$ cat src/rtl/bus_cycle_arbiter_n_if.sv
// rtl/bus_cycle_arbiter_n_if.sv - request/grant bundle between requesters and the ND100 bus cycle arbiter
interface bus_cycle_arbiter_n_if #(
    parameter int NUM_DMA = 4,
    parameter int ID_W    = (NUM_DMA > 1) ? $clog2(NUM_DMA) : 1
);
    logic               CRQ;
    logic               IORQ;
    logic               REFRQ;
    logic [NUM_DMA-1:0] BRQ;
    logic               SEMRQ;
    logic               BDRY;
    logic               CACT;
    logic               REF;
    logic [NUM_DMA-1:0] GNT;
    logic [ID_W-1:0]    GNT_ID;
    logic               IOD;
    logic               MEM;
    logic               ACT;
    logic               DOREF;
    logic               SEM;
    logic               TMO;

    // master is the arbiter side: it owns the bus cycle and drives the grants
    modport master (
        input  CRQ, IORQ, REFRQ, BRQ, SEMRQ, BDRY,
        output CACT, REF, GNT, GNT_ID, IOD, MEM, ACT, DOREF, SEM, TMO
    );

    modport slave (
        output CRQ, IORQ, REFRQ, BRQ, SEMRQ, BDRY,
        input  CACT, REF, GNT, GNT_ID, IOD, MEM, ACT, DOREF, SEM, TMO
    );
endinterface

$ cat src/rtl/bus_cycle_arbiter_n.sv
// rtl/bus_cycle_arbiter_n.sv - ND100 bus cycle arbiter (refresh/CPU/DMA, semaphore lock); optional watchdog via BUS_TIMEOUT_EN
module bus_cycle_arbiter_n #(
    parameter int NUM_DMA        = 4,
    parameter int RR_EN          = 0,
    parameter int TIMEOUT_CYCLES = 255
) (
    input  logic                  CK,
    input  logic                  MR,
    bus_cycle_arbiter_n_if.master bus
);
    localparam int ID_W = (NUM_DMA > 1) ? $clog2(NUM_DMA) : 1;

    typedef enum logic [1:0] {IDLE, CPU, RFSH, DMA} state_t;

    state_t             state_q, state_d;
    logic               cact_q, cact_d;
    logic               ref_q, ref_d;
    logic [NUM_DMA-1:0] gnt_q, gnt_d;
    logic [ID_W-1:0]    gnt_id_q, gnt_id_d;
    logic               iod_q, iod_d;
    logic               mem_q, mem_d;
    logic               act_q;
    logic               doref_q, doref_d;
    logic               sem_q, sem_d;
    logic               sem_cpu_q, sem_cpu_d;
    logic [ID_W-1:0]    sem_id_q, sem_id_d;
    logic [ID_W-1:0]    ptr_q, ptr_d;
    logic               grant;
    logic               tmo_hit;

    logic [NUM_DMA-1:0] dma_ok;
    logic               cpu_ok;
    logic               ref_ok;
    logic               found;
    logic [ID_W-1:0]    pick;
    logic [ID_W:0]      sum;

    // While locked, only the semaphore owner may win; refresh is held off entirely
    always_comb begin
        cpu_ok = bus.CRQ && (!sem_q || sem_cpu_q);
        ref_ok = bus.REFRQ && !sem_q;
        dma_ok = '0;
        for (int i = 0; i < NUM_DMA; i++) begin
            dma_ok[i] = bus.BRQ[i] && (!sem_q || (!sem_cpu_q && sem_id_q == ID_W'(i)));
        end
    end

    always_comb begin
        found = 1'b0;
        pick  = '0;
        sum   = '0;
        for (int k = 0; k < NUM_DMA; k++) begin
            if (RR_EN != 0) begin
                sum = {1'b0, ptr_q} + (ID_W+1)'(k);
                if (sum >= (ID_W+1)'(NUM_DMA)) begin
                    sum = sum - (ID_W+1)'(NUM_DMA);
                end
            end else begin
                sum = (ID_W+1)'(k);
            end
            if (!found && dma_ok[sum[ID_W-1:0]]) begin
                found = 1'b1;
                pick  = sum[ID_W-1:0];
            end
        end
    end

    always_comb begin
        state_d   = state_q;
        cact_d    = cact_q;
        ref_d     = ref_q;
        gnt_d     = gnt_q;
        gnt_id_d  = gnt_id_q;
        iod_d     = iod_q;
        mem_d     = mem_q;
        doref_d   = doref_q;
        sem_d     = sem_q;
        sem_cpu_d = sem_cpu_q;
        sem_id_d  = sem_id_q;
        ptr_d     = ptr_q;
        grant     = 1'b0;
        if (state_q == IDLE) begin
            if (!bus.BDRY) begin
                if (ref_ok) begin
                    state_d = RFSH;
                    ref_d   = 1'b1;
                    mem_d   = 1'b1;
                    iod_d   = 1'b0;
                    grant   = 1'b1;
                end else if (cpu_ok && (doref_q || !found)) begin
                    state_d = CPU;
                    cact_d  = 1'b1;
                    iod_d   = bus.IORQ;
                    mem_d   = !bus.IORQ;
                    doref_d = 1'b0;
                    grant   = 1'b1;
                end else if (found) begin
                    state_d      = DMA;
                    gnt_d        = '0;
                    gnt_d[pick]  = 1'b1;
                    gnt_id_d     = pick;
                    mem_d        = 1'b1;
                    iod_d        = 1'b0;
                    doref_d      = 1'b0;
                    grant        = 1'b1;
                    ptr_d        = (pick == ID_W'(NUM_DMA-1)) ? '0 : pick + 1'b1;
                end
            end
        end else if (bus.BDRY || tmo_hit) begin
            state_d  = IDLE;
            cact_d   = 1'b0;
            ref_d    = 1'b0;
            gnt_d    = '0;
            gnt_id_d = '0;
            iod_d    = 1'b0;
            mem_d    = 1'b0;
            if (state_q == RFSH) begin
                doref_d = 1'b1;
            end
            if (tmo_hit) begin
                sem_d = 1'b0;
            end else if (state_q != RFSH) begin
                // Any CPU/DMA cycle ending while locked belongs to the owner
                sem_d = bus.SEMRQ;
                if (bus.SEMRQ) begin
                    sem_cpu_d = (state_q == CPU);
                    sem_id_d  = gnt_id_q;
                end
            end
        end
    end

    always_ff @(posedge CK) begin
        if (MR) begin
            state_q   <= bus.REFRQ ? RFSH : IDLE;
            cact_q    <= 1'b0;
            ref_q     <= bus.REFRQ;
            gnt_q     <= '0;
            gnt_id_q  <= '0;
            iod_q     <= 1'b0;
            mem_q     <= bus.REFRQ;
            act_q     <= bus.REFRQ;
            doref_q   <= 1'b0;
            sem_q     <= 1'b0;
            sem_cpu_q <= 1'b0;
            sem_id_q  <= '0;
            ptr_q     <= '0;
        end else begin
            state_q   <= state_d;
            cact_q    <= cact_d;
            ref_q     <= ref_d;
            gnt_q     <= gnt_d;
            gnt_id_q  <= gnt_id_d;
            iod_q     <= iod_d;
            mem_q     <= mem_d;
            act_q     <= (state_d != IDLE);
            doref_q   <= doref_d;
            sem_q     <= sem_d;
            sem_cpu_q <= sem_cpu_d;
            sem_id_q  <= sem_id_d;
            ptr_q     <= ptr_d;
        end
    end

`ifdef BUS_TIMEOUT_EN
    localparam int CW = $clog2(TIMEOUT_CYCLES + 1);

    logic [CW-1:0] wd_cnt_q;
    logic          tmo_q;

    assign tmo_hit = (state_q != IDLE) && !bus.BDRY && (wd_cnt_q == CW'(TIMEOUT_CYCLES));

    always_ff @(posedge CK) begin
        if (MR) begin
            wd_cnt_q <= '0;
            tmo_q    <= 1'b0;
        end else begin
            tmo_q <= tmo_hit;
            if (grant) begin
                wd_cnt_q <= '0;
            end else if (act_q && wd_cnt_q != CW'(TIMEOUT_CYCLES)) begin
                wd_cnt_q <= wd_cnt_q + 1'b1;
            end
        end
    end

    assign bus.TMO = tmo_q;
`else
    assign tmo_hit = 1'b0;
    assign bus.TMO = 1'b0;
`endif

    assign bus.CACT   = cact_q;
    assign bus.REF    = ref_q;
    assign bus.GNT    = gnt_q;
    assign bus.GNT_ID = gnt_id_q;
    assign bus.IOD    = iod_q;
    assign bus.MEM    = mem_q;
    assign bus.ACT    = act_q;
    assign bus.DOREF  = doref_q;
    assign bus.SEM    = sem_q;
endmodule

$ cat src/flat_wrapper.sv
// flat-port wrapper written by rule: the top's interface ports become plain ports
module bus_cycle_arbiter_n_flat 
#(
    parameter int NUM_DMA        = 4,
    parameter int RR_EN          = 0,
    parameter int TIMEOUT_CYCLES = 255
)
  (CK, MR, bus_CRQ, bus_IORQ, bus_REFRQ, bus_BRQ, bus_SEMRQ, bus_BDRY, bus_CACT, bus_REF, bus_GNT, bus_GNT_ID, bus_IOD, bus_MEM, bus_ACT, bus_DOREF, bus_SEM, bus_TMO);
  bus_cycle_arbiter_n_if #(.NUM_DMA(NUM_DMA)) bus_i ();
  input  logic CK;
  input  logic MR;
  input wire logic [$bits(bus_i.CRQ)-1:0] bus_CRQ;
  input wire logic [$bits(bus_i.IORQ)-1:0] bus_IORQ;
  input wire logic [$bits(bus_i.REFRQ)-1:0] bus_REFRQ;
  input wire logic [$bits(bus_i.BRQ)-1:0] bus_BRQ;
  input wire logic [$bits(bus_i.SEMRQ)-1:0] bus_SEMRQ;
  input wire logic [$bits(bus_i.BDRY)-1:0] bus_BDRY;
  output wire logic [$bits(bus_i.CACT)-1:0] bus_CACT;
  output wire logic [$bits(bus_i.REF)-1:0] bus_REF;
  output wire logic [$bits(bus_i.GNT)-1:0] bus_GNT;
  output wire logic [$bits(bus_i.GNT_ID)-1:0] bus_GNT_ID;
  output wire logic [$bits(bus_i.IOD)-1:0] bus_IOD;
  output wire logic [$bits(bus_i.MEM)-1:0] bus_MEM;
  output wire logic [$bits(bus_i.ACT)-1:0] bus_ACT;
  output wire logic [$bits(bus_i.DOREF)-1:0] bus_DOREF;
  output wire logic [$bits(bus_i.SEM)-1:0] bus_SEM;
  output wire logic [$bits(bus_i.TMO)-1:0] bus_TMO;
  assign bus_i.CRQ = bus_CRQ;
  assign bus_i.IORQ = bus_IORQ;
  assign bus_i.REFRQ = bus_REFRQ;
  assign bus_i.BRQ = bus_BRQ;
  assign bus_i.SEMRQ = bus_SEMRQ;
  assign bus_i.BDRY = bus_BDRY;
  assign bus_CACT = bus_i.CACT;
  assign bus_REF = bus_i.REF;
  assign bus_GNT = bus_i.GNT;
  assign bus_GNT_ID = bus_i.GNT_ID;
  assign bus_IOD = bus_i.IOD;
  assign bus_MEM = bus_i.MEM;
  assign bus_ACT = bus_i.ACT;
  assign bus_DOREF = bus_i.DOREF;
  assign bus_SEM = bus_i.SEM;
  assign bus_TMO = bus_i.TMO;
  bus_cycle_arbiter_n #(.NUM_DMA(NUM_DMA), .RR_EN(RR_EN), .TIMEOUT_CYCLES(TIMEOUT_CYCLES)) u_core (.CK(CK), .MR(MR), .bus(bus_i));
endmodule
$ cat config.mk
export PLATFORM = sky130hd
export DESIGN_NAME = bus_cycle_arbiter_n_flat
export DESIGN_NICKNAME = d
export VERILOG_FILES = /design/src/rtl/bus_cycle_arbiter_n_if.sv /design/src/rtl/bus_cycle_arbiter_n.sv /design/src/flat_wrapper.sv
export SDC_FILE = /design/constraint.sdc
export NUM_CORES = 1
export LEC_CHECK = 0
export CORE_UTILIZATION = 45
export CTS_CLUSTER_DIAMETER = 120
export DETAILED_ROUTE_END_ITERATION = 10
export HOLD_SLACK_MARGIN = 0.1
export PLACE_DENSITY_LB_ADDON = 0.12
export SYNTH_ARGS = -nofsm -noshare
export SYNTH_HDL_FRONTEND = slang
export SYNTH_SLANG_ARGS = --single-unit
$ cat constraint.sdc
create_clock -name CK -period 2 [get_ports CK]
set_input_delay 0.3 -clock CK [delete_from_list [all_inputs] [get_ports CK]]
set_output_delay 0.3 -clock CK [all_outputs]
set_load 0.1 [all_outputs]
==> results of run 1 <==
==> sequential cells by signal, indices dropped and copies added (netlist names), 2 cells and up <==
signal,cells
u_core.sem_id_q,2
u_core.bus.GNT,4
u_core.state_q,2
u_core.bus.GNT_ID,2
==> power groups by stage <==
stage / logic, mW / clock network (mW) / registers [mW]
2_1_floorplan: 0.0932 / 0 / 0.484
3_3_place_gp: 0.243 / 0 / 0.405
5_1_grt: 0.261 / 0.202 / 0.399
6_report: 0.248 / 0.192 / 0.397
3_5_place_dp: 0.246 / 0 / 0.405
4_1_cts: 0.247 / 0.193 / 0.396
==> routing by layer <==
metal,part of all wire [%],up-vias,wire length (um),track usage (%)
li1,-,485,-,-
met1,43,447,1070,25.7
met2,49,31,1200,37.5
met3,4.4,10,108,4.67
met4,3.1,0,77,12.3
met5,0,-,0,0
==> path summary, 6_finish.rpt <==
kind,depth (start not counted),to,slack (ps)
max,6,u_core.bus.MEM,190
min,2,u_core.bus.CACT,470
min reg2reg,2,u_core.bus.CACT,470
max reg2reg,6,u_core.bus.MEM,190
==> placed cells by master, fill, tap and decap left out, drive strengths merged, types with 2 or more instances in the layout <==
cell type	count
buf	25
dfxtp	16
nand3	11
clkdlybuf4s50	10
nor2	10
a21oi	9
nand2	6
o21ai	6
o211ai	5
mux2i	4
and2	3
nand2b	3
nor3	3
clkbuf	3
inv	2
or3	2
nor4	2
a211oi	2
nand4b	2
edfxtp	2
o32ai	2
o22ai	2
==> metrics by stage <==
step / instance area [sq um] / setup WS [ps]
CTS: 1300 / 193
global route: 1300 / 91.6
detailed placement: 1270 / -54.5
floorplan: 990 / 6.86
finish: 1300 / 189
global placement: 1270 / 30.4
==> final cells by class <==
class,instances,area (sq um)
Multi-Input combinational cell,85,561
Tap cell,27,33.8
Timing Repair Buffer,35,288
Clock inverter,1,3.75
Fill cell,187,724
Clock buffer,3,22.5
Sequential cell,18,382
Inverter,2,7.51
==> logic make-up (layout without fill, tap and decap cells) <==
kind of cell,after synthesis,count (layout),synth area share (%)
AND/OR/NAND/NOR,47,47,25.1
AO/OA/AOI/OAI,33,33,26.8
flip-flops,18,18,38.5
buffers and inverters,9,41,4.81
multiplexers,4,4,4.43
other,1,1,0.379
==> worst max-delay path: stages, from the launching register on <==
cell and delay [ps]:
dfxtp_1 460, mux2i_2 300, o32ai_4 120, buf_4 170, nor2_1 170, o211ai_1 130
a21bo_2 230
==> flow_summary_export.csv, run 1 <==
group,metric,value,unit
cts,clkSinkCount,18,
pwr,clkPwrFrac,23.0,%
critical_path,cp.required,2070,ps
timing,drv_slew,0,
min_path,hold_path_class,"register to register",
critical_path,r2r-start,"u_core.sem_id_q[0]",
global_route,track_usage,22.1,%
pwr,cellLeakagePower,0.501,nW
timing,rsz0062_at_grt,"no",
detailed_routing,dr.pass1.iters,4,
die,die_w,48.9,um
placement,gp_congestion,0.898,
finish,areaGrowthSynthToFinish,31.3,%
placement,dp_cells,167,
finish,drive_gt1_share,25.0,%
pwr,seqPwrFrac,47.4,%
die,fp-row-count,16,
placement,hpwl,1.82,mm
synthesis,synth_seq_cells,18,
synthesis,netlist.area_leader.share,32.4,%
timing,finalSetupViolations,0,
synthesis,synth_cells,112,
synthesis,ys_types,42,
synthesis,synthesis.area,988,sq um
global_route,antenna_found_initial,0,
critical_path,path_class,"register to register",
timing,hold_viol,0,
finish,fin_nets,156,
timing,fin_crit,1810,ps
cts,post_cts_resized,0,
pwr,power_density,646,nW/um^2
synthesis,async_flop_share,0,%
cts,post_cts_buffers,0,
synthesis,syn_avg_cell_area,8.83,sq um
run,cap_violations,0,
detailed_routing,drt_iter0_markers,19,
finish,final_util,64.2,%
critical_path,crit_fanout,5,
detailed_routing,drt.antenna.violating_nets,0,
pwr,ir_worst_vdd,459,uV
cts,cts_tree,"built",
synthesis,synth_edf_count,2,
die,die_h,48.9,um
detailed_routing,vias_per_cell,5.69,
status,status,"complete, no violations",
global_route,grt_pass1_vias,928,
detailed_routing,vias,973,
global_route,grt_max_degree,19,
synthesis,seq_area_frac_synth,38.5,%
die,start_util,48.9,%
timing,hold_ws,467,ps
critical_path,worstSetupStartpointType,"register",
synthesis,ys.flop_type,"dfxtp_1",
cts,cts_root_buf,"clkbuf_4",
timing,skew,6.18,ps
synthesis,yosys.area.top_type,"dfxtp_1",
global_route,grt_pass1_wl,4.03,mm
cts,htreeDepth,1,
pwr,combPwrFrac,29.6,%
timing,fin_crit_sh,90.5,%
die,die_area,2390,sq um
pwr,power.switching,302,uW
cts,clockBufferDepth,2,
synthesis,synthMostInstantiatedCell,"dfxtp_1",
synthesis,synth.net_count,123,
detailed_routing,avgRoutedWirePerCell,14.4,um
pwr,intPower,535,uW
timing,setup_tns,0,ps
min_path,worstHoldStart,"u_core.bus.CACT",
cts,cts.clk_slew.worst_paths,110,ps
detailed_routing,drc,0,
synthesis,ys_top_cells_by_count,"dfxtp_1 (16), nand3_1 (11), a21oi_1 (9), nor2_1 (9), nand2_1 (6)",
finish,fin_cells,171,
finish,antenna_cells,0,
placement,portBuffers,23,
timing,max_freq,552,MHz
cts,holdBufCountCts,0,
detailed_routing,wl,2.46,mm
cts,cts_buffers,3,
die,ios,25,
global_route,grt-ovfl-total,0,
pwr,switching_share,36.1,%
critical_path,startpoint,"u_core.sem_id_q[0]",
timing,worst_slew_margin_rel,67.0,%
pwr,total_power,838,uW
die,core-area,2020,sq um
timing,worstMarginPinSlew,490,ps
critical_path,cp-end-kind,"register",
synthesis,yosysWarnings,0,
synthesis,synth.area.top_cells,"dfxtp_1 (32%), edfxtp_1 (6.1%), nand3_1 (5.6%), a21oi_1 (4.6%), nor2_1 (3.4%)",
critical_path,cp.arrival,1880,ps
cts,clk_latency,300,ps
No activity file was read; power rests on OpenSTA's default activity.
==> inputs of run 2 (changes only) <==
--- a/config.mk
+++ b/config.mk
@@ -8,6 +8,7 @@
 export CORE_UTILIZATION = 45
 export CTS_CLUSTER_DIAMETER = 120
 export DETAILED_ROUTE_END_ITERATION = 10
+export GPL_TIMING_DRIVEN = 1
 export HOLD_SLACK_MARGIN = 0.1
 export PLACE_DENSITY_LB_ADDON = 0.12
 export SYNTH_ARGS = -nofsm -noshare
==> constraint.sdc (replaced) <==
create_clock -name CK -period 2.2 [get_ports CK]
set_input_delay 0.33 -clock CK [delete_from_list [all_inputs] [get_ports CK]]
set_output_delay 0.33 -clock CK [all_outputs]
set_load 0.1 [all_outputs]
==> run 2 against run 1 <==
  * Power fell by 12%
  * Via count down 3.9%
  * Global-route usage down 3.0 points
  * Critical path depth fell by 1
  * Cell count decreased by 5.3%
  * Critical endpoint is now u_core.bus.ACT
==> flow_summary_export.csv, run 2 (synthesis results as in run 1) <==
group,metric,value,unit
finish,largest_register_ffs,4,
cts,clkSinkCount,18,
global_route,grt_pass1_wl,3.52,mm
global_route,met2_usage,30.8,%
die,die_area,2390,sq um
die,die_h,48.9,um
finish,fin_area,1230,sq um
finish,final_common_cell,"buf_4",
die,ios,25,
status,status,"complete, no violations",
timing,max_freq,555,MHz
pwr,ir_worst_vdd,402,uV
finish,final_cell_mix,"buf_4 (16), dfxtp_1 (15), nand3_1 (11)",
global_route,grt-ovfl-total,0,
global_route,grt_use_met1,23.8,%
global_route,grt_pass1_vias,836,
global_route,antenna_found_initial,0,
placement,place_area,1200,sq um
critical_path,cp_num_buf_inv,0,
pwr,cellLeakagePower,0.460,nW
critical_path,path_class,"register to register",
detailed_routing,drt.antenna.violating_nets,0,
timing,skew,4.29,ps
placement,hpwl,1.62,mm
global_route,grt_max_degree,13,
timing,drv_slew,0,
cts,post_cts_resized,0,
global_route,top_usage_layer,"met2",
finish,fin_nets,147,
critical_path,slowest_stage,"dfxtp_1",
detailed_routing,wl,2.11,mm
cts,post_cts_buffers,0,
critical_path,cp-end-kind,"register",
placement,portBuffers,23,
critical_path,worstPathCellList,"mux2i_2 -> o32ai_4 -> or3_1 -> a22o_1 -> or2_1",
die,die_w,48.9,um
timing,setup_tns,0,ps
run,cap_violations,0,
placement,gp_congestion,0.876,
cts,htreeDepth,1,
timing,fin_crit,1800,ps
critical_path,slowest_delay,440,ps
global_route,grt_use_met3,4.05,%
die,fp-row-count,16,
timing,rsz0062_at_grt,"no",
critical_path,critical_path.top_delay_family,"simple AND/OR/NAND/NOR gates",
detailed_routing,drc,0,
min_path,hold_path_class,"register to register",
cts,cts_root_buf,"clkbuf_4",
finish,nFillCells,184,
critical_path,cp.required,2400,ps
detailed_routing,vias_per_cell,5.77,
timing,finalSetupViolations,0,
detailed_routing,drt_iter0_markers,20,
critical_path,crit_fanout,10,
pwr,power_density,601,nW/um^2
detailed_routing,vias,935,
timing,hold_viol,0,
die,core-area,2020,sq um
critical_path,cp.arrival,2000,ps
cts,cts_buffers,3,
detailed_routing,avgRoutedWirePerCell,13.0,um
cts,holdBufCountCts,0,
finish,antenna_cells,0,
cts,cts_tree,"built",
cts,clockBufferDepth,2,
detailed_routing,dr.pass1.iters,4,
critical_path,worstSetupStartpointType,"register",
finish,areaGrowthSynthToFinish,24.4,%
die,start_util,48.9,%
timing,fin_crit_sh,81.9,%
global_route,track_usage,19.1,%
cts,clk_latency,290,ps
cts,cts.clk_slew.worst_paths,100,ps
finish,drive_gt1_share,20.0,%
[run 2: changes by cell type in the layout (fill, tap and decap cells not counted)]
cell and change:
buf_4 -9
[run 2: metal layers]
| metal | up-vias | routed length, um |
|---|---|---|
| met4 | 0 | 31 |
| met2 | 31 | 1010 |
| met5 | - | 0 |
| li1 | 464 | - |
| met1 | 436 | 973 |
| met3 | 4 | 100 |
[run 2: power by group]
group          internal, mW  total, mW  leakage [nW]  switching, mW
sequential            0.347      0.361         0.151         0.0140
combinational        0.0625      0.209         0.293          0.147
clock                0.0660      0.168        0.0154          0.102
total                 0.476      0.739         0.460          0.263
[run 2: worst min-delay path, cell delays in order (launching register included)]
cell and delay [ps]:
dfxtp_1 320, nand2_1 50, a21oi_1 50
[run 2: cell type report]
type	instances	area, sq um	area share [%]
clock buffers	3	22.5	1.83
clock inverters	1	3.75	0.305
inverters	2	7.51	0.610
multi-input cells	85	561	45.6
flip-flops and latches	18	382	31.0
well taps	27	33.8	2.75
repair buffers	26	220	17.9
[run 2: through the flow]
stage | hold slack [ps] | worst slack (ps) | utilization, % | power [mW] | std cells
5_1_grt | 501 | 307 | 60.8 | 0.770 | 162
3_3_place_gp | 448 | 135 | 59.5 | 0.576 | 158
4_1_cts | 463 | 388 | 60.8 | 0.742 | 162
3_5_place_dp | 448 | 96.9 | 59.5 | 0.576 | 158
6_report | 461 | 397 | 60.8 | 0.739 | 162
2_1_floorplan | 486 | 207 | - | 0.525 | 112
[run 2: path summary, 6_finish.rpt]
| kind | startpoint | endpoint | slack (ps) | cells after the start |
|---|---|---|---|---|
| min reg2reg | u_core.bus.CACT | u_core.bus.CACT | 460 | 2 |
| max | u_core.sem_id_q[0] | u_core.bus.ACT | 400 | 5 |
| min | u_core.bus.CACT | u_core.bus.CACT | 460 | 2 |
| max reg2reg | u_core.sem_id_q[0] | u_core.bus.ACT | 400 | 5 |
